File: src/rtl/ar_fifo_gearbox_down.sv
// rtl/ar_fifo_gearbox_down.sv - wide-to-narrow FIFO gearbox with end-of-message and partial final word
//
// Drains wide words from a registered SRL FIFO (EMPTY_N/DEQ/D_IN) and emits
// them LSB lane first into an ENQ/FULL_N sink, one lane per clock, with no
// bubble between consecutive words.
//
// Ports:
//   CLK      clock, all state on rising edge
//   RST_N    asynchronous active-low reset
//   CLR      synchronous clear, drops the held word
//   EMPTY_N  upstream word available
//   D_IN     upstream word, lane k = D_IN[k*owidth +: owidth]
//   EOM_IN   upstream word ends a message
//   NLANES   valid lanes in an EOM word (0 = all lanes)
//   DEQ      consume upstream word this cycle (combinational)
//   FULL_N   downstream can accept a lane
//   ENQ      lane on D_OUT transfers this cycle (combinational)
//   D_OUT    current lane
//   EOM_OUT  current lane is the last of a message
module ar_fifo_gearbox_down #(
  parameter int owidth  = 32,
  parameter int l2ratio = 2
) (
  input  logic                               CLK,
  input  logic                               RST_N,
  input  logic                               CLR,
  input  logic                               EMPTY_N,
  input  logic [owidth*(1<<l2ratio)-1:0]     D_IN,
  input  logic                               EOM_IN,
  input  logic [l2ratio-1:0]                 NLANES,
  output logic                               DEQ,
  input  logic                               FULL_N,
  output logic                               ENQ,
  output logic [owidth-1:0]                  D_OUT,
  output logic                               EOM_OUT
);

  localparam int ratio  = 1 << l2ratio;
  localparam int iwidth = owidth * ratio;
  localparam logic [l2ratio-1:0] last_full = l2ratio'(ratio - 1);

  logic [iwidth-1:0]  hreg;
  logic               hvalid;
  logic [l2ratio-1:0] lane;
  logic [l2ratio-1:0] last_idx;
  logic               heom;
  logic               at_last;

  assign at_last = (lane == last_idx);

  // RST_N gates the control outputs so they drop the instant reset is
  // applied; otherwise an empty hold would request DEQ during reset.
  assign ENQ     = RST_N && hvalid && FULL_N && !CLR;
  assign DEQ     = RST_N && EMPTY_N && !CLR && (!hvalid || (ENQ && at_last));
  assign D_OUT   = hreg[lane*owidth +: owidth];
  assign EOM_OUT = hvalid && heom && at_last;

  always_ff @(posedge CLK or negedge RST_N) begin
    if (!RST_N) begin
      hreg     <= '0;
      hvalid   <= 1'b0;
      lane     <= '0;
      heom     <= 1'b0;
      last_idx <= last_full;
    end else if (CLR) begin
      hvalid   <= 1'b0;
      lane     <= '0;
      heom     <= 1'b0;
      last_idx <= last_full;
    end else if (DEQ) begin
      // Covers both an empty hold and the back-to-back reload on the last lane.
      hreg     <= D_IN;
      hvalid   <= 1'b1;
      lane     <= '0;
      heom     <= EOM_IN;
      last_idx <= (EOM_IN && NLANES != '0) ? NLANES - l2ratio'(1) : last_full;
    end else if (ENQ) begin
      if (!at_last) begin
        lane <= lane + l2ratio'(1);
      end else begin
        hvalid <= 1'b0;
        lane   <= '0;
      end
    end
  end

endmodule

File: config.mk
export PLATFORM = sky130hd
export DESIGN_NAME = ar_fifo_gearbox_down
export DESIGN_NICKNAME = d
export VERILOG_FILES = /design/src/rtl/ar_fifo_gearbox_down.sv
export SDC_FILE = /design/constraint.sdc
export NUM_CORES = 1
export LEC_CHECK = 0
export BUFFER_PORTS_ARGS = -buffer_cell sky130_fd_sc_hd__buf_2
export CAP_MARGIN = 10
export CORE_MARGIN = 5
export CORE_UTILIZATION = 30
export DETAILED_ROUTE_END_ITERATION = 7
export PLACE_DENSITY_LB_ADDON = 0.05
export SYNTH_ARGS = -nofsm -noshare
export SYNTH_HDL_FRONTEND = slang
export SYNTH_SLANG_ARGS = --single-unit
File: constraint.sdc
create_clock -name CLK -period 2.5 [get_ports CLK]
set_clock_uncertainty 0.1 [all_clocks]
set_input_delay 0.25 -clock CLK [delete_from_list [all_inputs] [get_ports CLK]]
set_output_delay 0.25 -clock CLK [all_outputs]
set_load 0.05 [all_outputs]
# Word level (Yosys, flattened, before mapping)
# Index checks and enable logic that the tools add are counted.
[word_totals]
register_bits = 134
in_bits = 136
out_inout_bits = 35
wordCells = 42
[op_classes]
addsub = 2
eq_ne = 1
shifts = 1
mux = 13
bitwise = 1
reduce_logical = 19
[ops]
columns = ["op", "count"]
rows = [
  ["$shiftx A128 B8 Y32", 1],
  ["$mux W2", 7],
  ["$logic_and A1 B1 Y1", 10],
  ["$mux W1", 6],
  ["$reduce_bool A3 Y1", 2],
  ["$reduce_and A2 Y1", 2],
  ["$reduce_bool A2 Y1", 2],
  ["$add A2 B1 Y2 const B", 1],
  ["$eq A2 B2 Y1", 1],
  ["$logic_not A1 Y1", 2],
  ["$sub A2 B1 Y2 const B", 1],
  ["$logic_or A1 B1 Y1", 1],
  ["$not A1 Y1", 1],
]

# Longest topological paths before layout
[depth]
word_depth = 8
depth_mapped = 8
ltp_nobuf = 4

# Worst setup path before layout
# Ideal clock, no wire load.
[synth_path]
path_kind = "flip-flop to flip-flop"
start = "register lane[1]"
end = "register hreg[78]"
setup_time_ps = 128
arrival_ps = 1937
required_ps = 2272
setup_slack_ps = 335
path_stages_with_launch = 9
path_buffers = 4
synth_period_minus_slack_ps = 2165
path_cell_list = "dfrtp_1 > buf_2 > xor2_1 > o31ai_2 > and2_1 > buf_4 > buf_12 > buf_6 > mux2_1"
[synth_via]
elab_chain_cells = 5
[synth_lines]
columns = ["element", "line", "rtl"]
rows = [
  ["start, declared", "44", "logic [l2ratio-1:0] lane;"],
  ["start signal, assigned", "79", "lane <= lane + l2ratio'(1);"],
  ["$eq A2 B2 Y1", "49", "assign at_last = (lane == last_idx);"],
  ["$logic_and A1 B1 Y1", "54", "assign DEQ = RST_N && EMPTY_N && !CLR && (!hvalid || (ENQ && at_last));"],
  ["$logic_or A1 B1 Y1", "54", ""],
  ["$logic_and A1 B1 Y1", "54", ""],
  ["named net DEQ", "31", "output logic DEQ,"],
  ["$reduce_and A2 Y1 (no source line)", "--", ""],
  ["end signal, assigned", "60", "hreg <= '0;"],
  ["end signal, assigned", "72", "hreg <= D_IN;"],
  ["end, declared", "42", "logic [iwidth-1:0] hreg;"],
]
# The timed path passes the listed nets, and every way through them passes these cells.
# A chain may end at the register's enable or synchronous reset.

# Worst setup path after layout
[layout_path]
start = "register last_idx[1]"
end = "output port DEQ"
[layout_via]
elab_chain_cells = 4
[layout_lines]
columns = ["element", "line", "rtl"]
rows = [
  ["start, declared", "45", "logic [l2ratio-1:0] last_idx;"],
  ["start signal, assigned", "64", "last_idx <= last_full;"],
  ["start signal, assigned", "69", "last_idx <= last_full;"],
  ["start signal, assigned", "76", "last_idx <= (EOM_IN && NLANES != '0) ? NLANES - l2ratio'(1) : last_full;"],
  ["$eq A2 B2 Y1", "49", ""],
  ["$logic_and A1 B1 Y1", "54", ""],
  ["$logic_or A1 B1 Y1", "54", ""],
  ["$logic_and A1 B1 Y1", "54", ""],
  ["end, declared", "31", ""],
]
# Every way passes these cells.

==> impl_results.md <==
* Int Power at 4.68 mW
* Pwr dens at 738 mW/mm²
* Critical R2R Launch: last_idx[1]
* Slowest-stage cell, CP: dfstp_2
* RSZ-0062 raised after global routing: no
* Initial core utilization at 0.304
* Post-route DRC at 0
* Fill cells at about 1.8k
* GPL Wtd Cong at 0.690
* Final min period at between 2 and 2.5 ns
* Met1 Resource Use GR at 0.166
* Worst path max stage delay at 0.54 ns
* # resized after CTS at 0
* Max Clk Rate at ~420 MHz
* Synth top cells by count: 132 x dfrtp_1, 74 x mux2_2, 54 x mux2_1, 32 x mux4_2, 9 x buf_4
* # hold bufs at CTS at 135
* Hold path startpoint: NLANES[1]
* Slew HR at 0.319
* Global-route wire length before repair at around 24000 µm
* Final non-filler cell total at 939
* Crit Path Class: reg2out
* Die Ht at 150 µm
* CTS Buf Count at 17
* EDFF count, synth at 0
* Setup_tns at 0 ns
* Setup Fix Bufs, Post-CTS at 0
* Outcome: completed
* Register-to-Register Path Depth at 6
* P_sw at 1.89 mW
* Hold path cells at 4
* Final hold slack at between 0.09 and 0.1 ns
* CP cell instances: xor2_1 -> o31ai_2 -> and2_4 -> buf_12 -> buf_2
* Global Route Usage Sum at 0.136
* Routed vias at about 4.1k
* Root Driver: clkbuf_16
* Hold WC Path Type: in2reg
* Finished Core Util at 0.458
* Crit path capture type: primary output
* Final Cycle Share at 0.956
* Worst reg2reg path endpoint: last_idx[0]
* Ports at roughly 170
* Pin count of the biggest net entering global routing at 81
* Comb power frac at 0.237
* Hold Vio Cnt, Final at 0
* GRT overflow at 0
* CTS tree: built
* Area delta synth->final at 50.7%
* WP data required at between 2 and 2.5 ns
* CP delay by family, top: flip-flops
* Placed Instances at 773
* Async set-reset flop share out of synthesis at 1.00
* Yosys warns at 0
* Clock Path Buffers at 2
* # diodes at 0
* Switching Fraction at 0.288
* Max-Cap Viols at 0
* Initial antenna violation count at 1
* Largest cells by area after synthesis: dfrtp_1 56%, mux2_2 14%, mux4_2 12%
* Clk network pwr share at 0.331
* Met3 usage at 0.0424
* CP Data Arrival Time at between 2 and 2.5 ns
* Synthesized cell area at 0.00591 mm²
* WL final at 14600 µm
* Vias in the first global route at 4662
* Flop pwr share at 0.432
* Yosys reg bits at between 100 and 150
* Leading area contributor after synthesis: dfrtp_1
* Drt first pass iters at 3
* Total setup violations reported at the end of the flow at 0
* Skew-Pair Late Insertion Delay at approximately 0.41 ns
* Starting DRC count in detailed routing at 99
* Die width at 150 µm
* Row cnt at 51
* Vias per cell at 4.36
* Cell count after synthesis at 349
* Hold Path End: last_idx[1]
* Critical Path Fanout Max at 30
* CTS sink count at 134
* Synth cell types at 28
* Post-synth top area share at 0.558
* Avg WL per Cell at 15.5 µm
* Core area at 0.0195 mm²
* VDD IR max at 418 µV
* Slew @ Worst Pin at between 1 and 1.5 ns
* Buf/Inv on CP at 2
* R2R setup slack at 0.23 ns
* Layout cells sized above 1 at 0.481
* Most common cell in the synthesized netlist: dfrtp_1
* Leakage power at between 3 and 4 nW
* Fin. max-slew vios at 0
* Die ar. at 0.0226 mm²
* Critical Path Source Type: register
* Most used DFF post-synth: dfrtp_1
* Fin nets at 799
* Port bufs at 170
* Final HPWL from detailed placement at ~9900 µm
* ANT nets after route at 0
* Avg Inst Size Synth at 16.9 µm²
* CTS clk-pin slew, worst paths at 0.06 ns
* Storage cell area at between 0.003 and 0.004 mm²
* Placed Instance Area at 0.00705 mm²
* H-tree depth at 4
* Met2 Use GR at 0.227
* Post-synth net total at 486
* Seq/Total Area, Yosys at 0.567
* Final instance area at roughly 0.0089 mm²
* GR peak layer: met2
* Multi-input gate area at 0.00236 mm²
worst max path at each step:
stage,cells past startpoint,slack (ns),end,from
final,5,0.11,DEQ,last_idx[1]
after global placement,6,0.39,hreg[106],CLR
after CTS,5,0.05,DEQ,last_idx[1]
after floorplan,8,0.34,hreg[78],lane[1]
after detailed placement,6,0.35,hreg[15],CLR
after global routing,5,0.002,DEQ,last_idx[1]
registers in the layout (all words and copies together) (netlist names):
register / count
hreg: 128
lane: 2
heom: 1
last_idx: 2
hvalid: 1
worst register-to-register path, cell delays in order, from the launching register on:
cell           delay [ns]
dfstp_2              0.54
xor2_1               0.09
o31ai_2              0.25
and2_4               0.24
buf_12               0.24
a41oi_1              0.16
dlygate4sd3_1        0.57
layout by cell type, fill, tap and decap left out, types with 2 or more instances in the layout:
cell / Yosys / final
nand2_1: 5 / 5
clkbuf_16: 0 / 17
buf_12: 1 / 3
dfstp_2: 2 / 2
buf_2: 3 / 169
clkbuf_1: 2 / 3
dlygate4sd3_1: 0 / 135
mux4_2: 32 / 32
nor2_1: 3 / 3
mux2_2: 74 / 74
clkinvlp_4: 0 / 2
a211oi_1: 4 / 4
clkinv_2: 0 / 7
buf_4: 9 / 9
mux2_1: 54 / 54
o21ai_0: 2 / 2
a41oi_1: 2 / 2
inv_1: 4 / 4
xor2_1: 2 / 2
dfrtp_1: 132 / 130
dfrtp_2: 0 / 2
logic make-up after synthesis:
logic type	Yosys count	share of synthesized area
AO/OA/AOI/OAI	10	0.0127
XOR/XNOR	2	0.00296
adder cells (fa/ha/maj)	1	0.00212
buffers and inverters	27	0.0338
flip-flops	134	0.567
multiplexers	160	0.366
AND/OR/NAND/NOR	15	0.0154
area by class of cell:
type,count,share of cell area
Multi-Input combinational cell,188,0.265
Timing Repair Buffer,317,0.262
Clock inverter,10,0.00660
Clock buffer,21,0.0505
Inverter,4,0.00168
Tap cell,265,0.0372
Sequential cell,134,0.377
through the flow:
step	power, mW	setup WS, ns
floorplan	3.88	0.335
global placement	4.26	0.389
detailed placement	4.30	0.346
CTS	6.71	0.0547
global route	6.94	0.00236
finish	6.57	0.109
power groups by stage:
stage          combinational [mW]  clock [mW]  sequential [mW]
6_report                     1.56        2.17             2.84
5_1_grt                      1.68        2.36             2.90
4_1_cts                      1.59        2.27             2.85
3_5_place_dp                 1.42           0             2.88
3_3_place_gp                 1.39           0             2.87
2_1_floorplan                1.07           0             2.80
per-layer routing:
metal  vias to the layer above  part of all wire
met5                         -           0.00048
met4                         2             0.016
met3                        15             0.060
met2                       102              0.49
met1                      2050              0.43
li1                       1929                 -
Note: power is estimated with default switching activity, not from simulation.
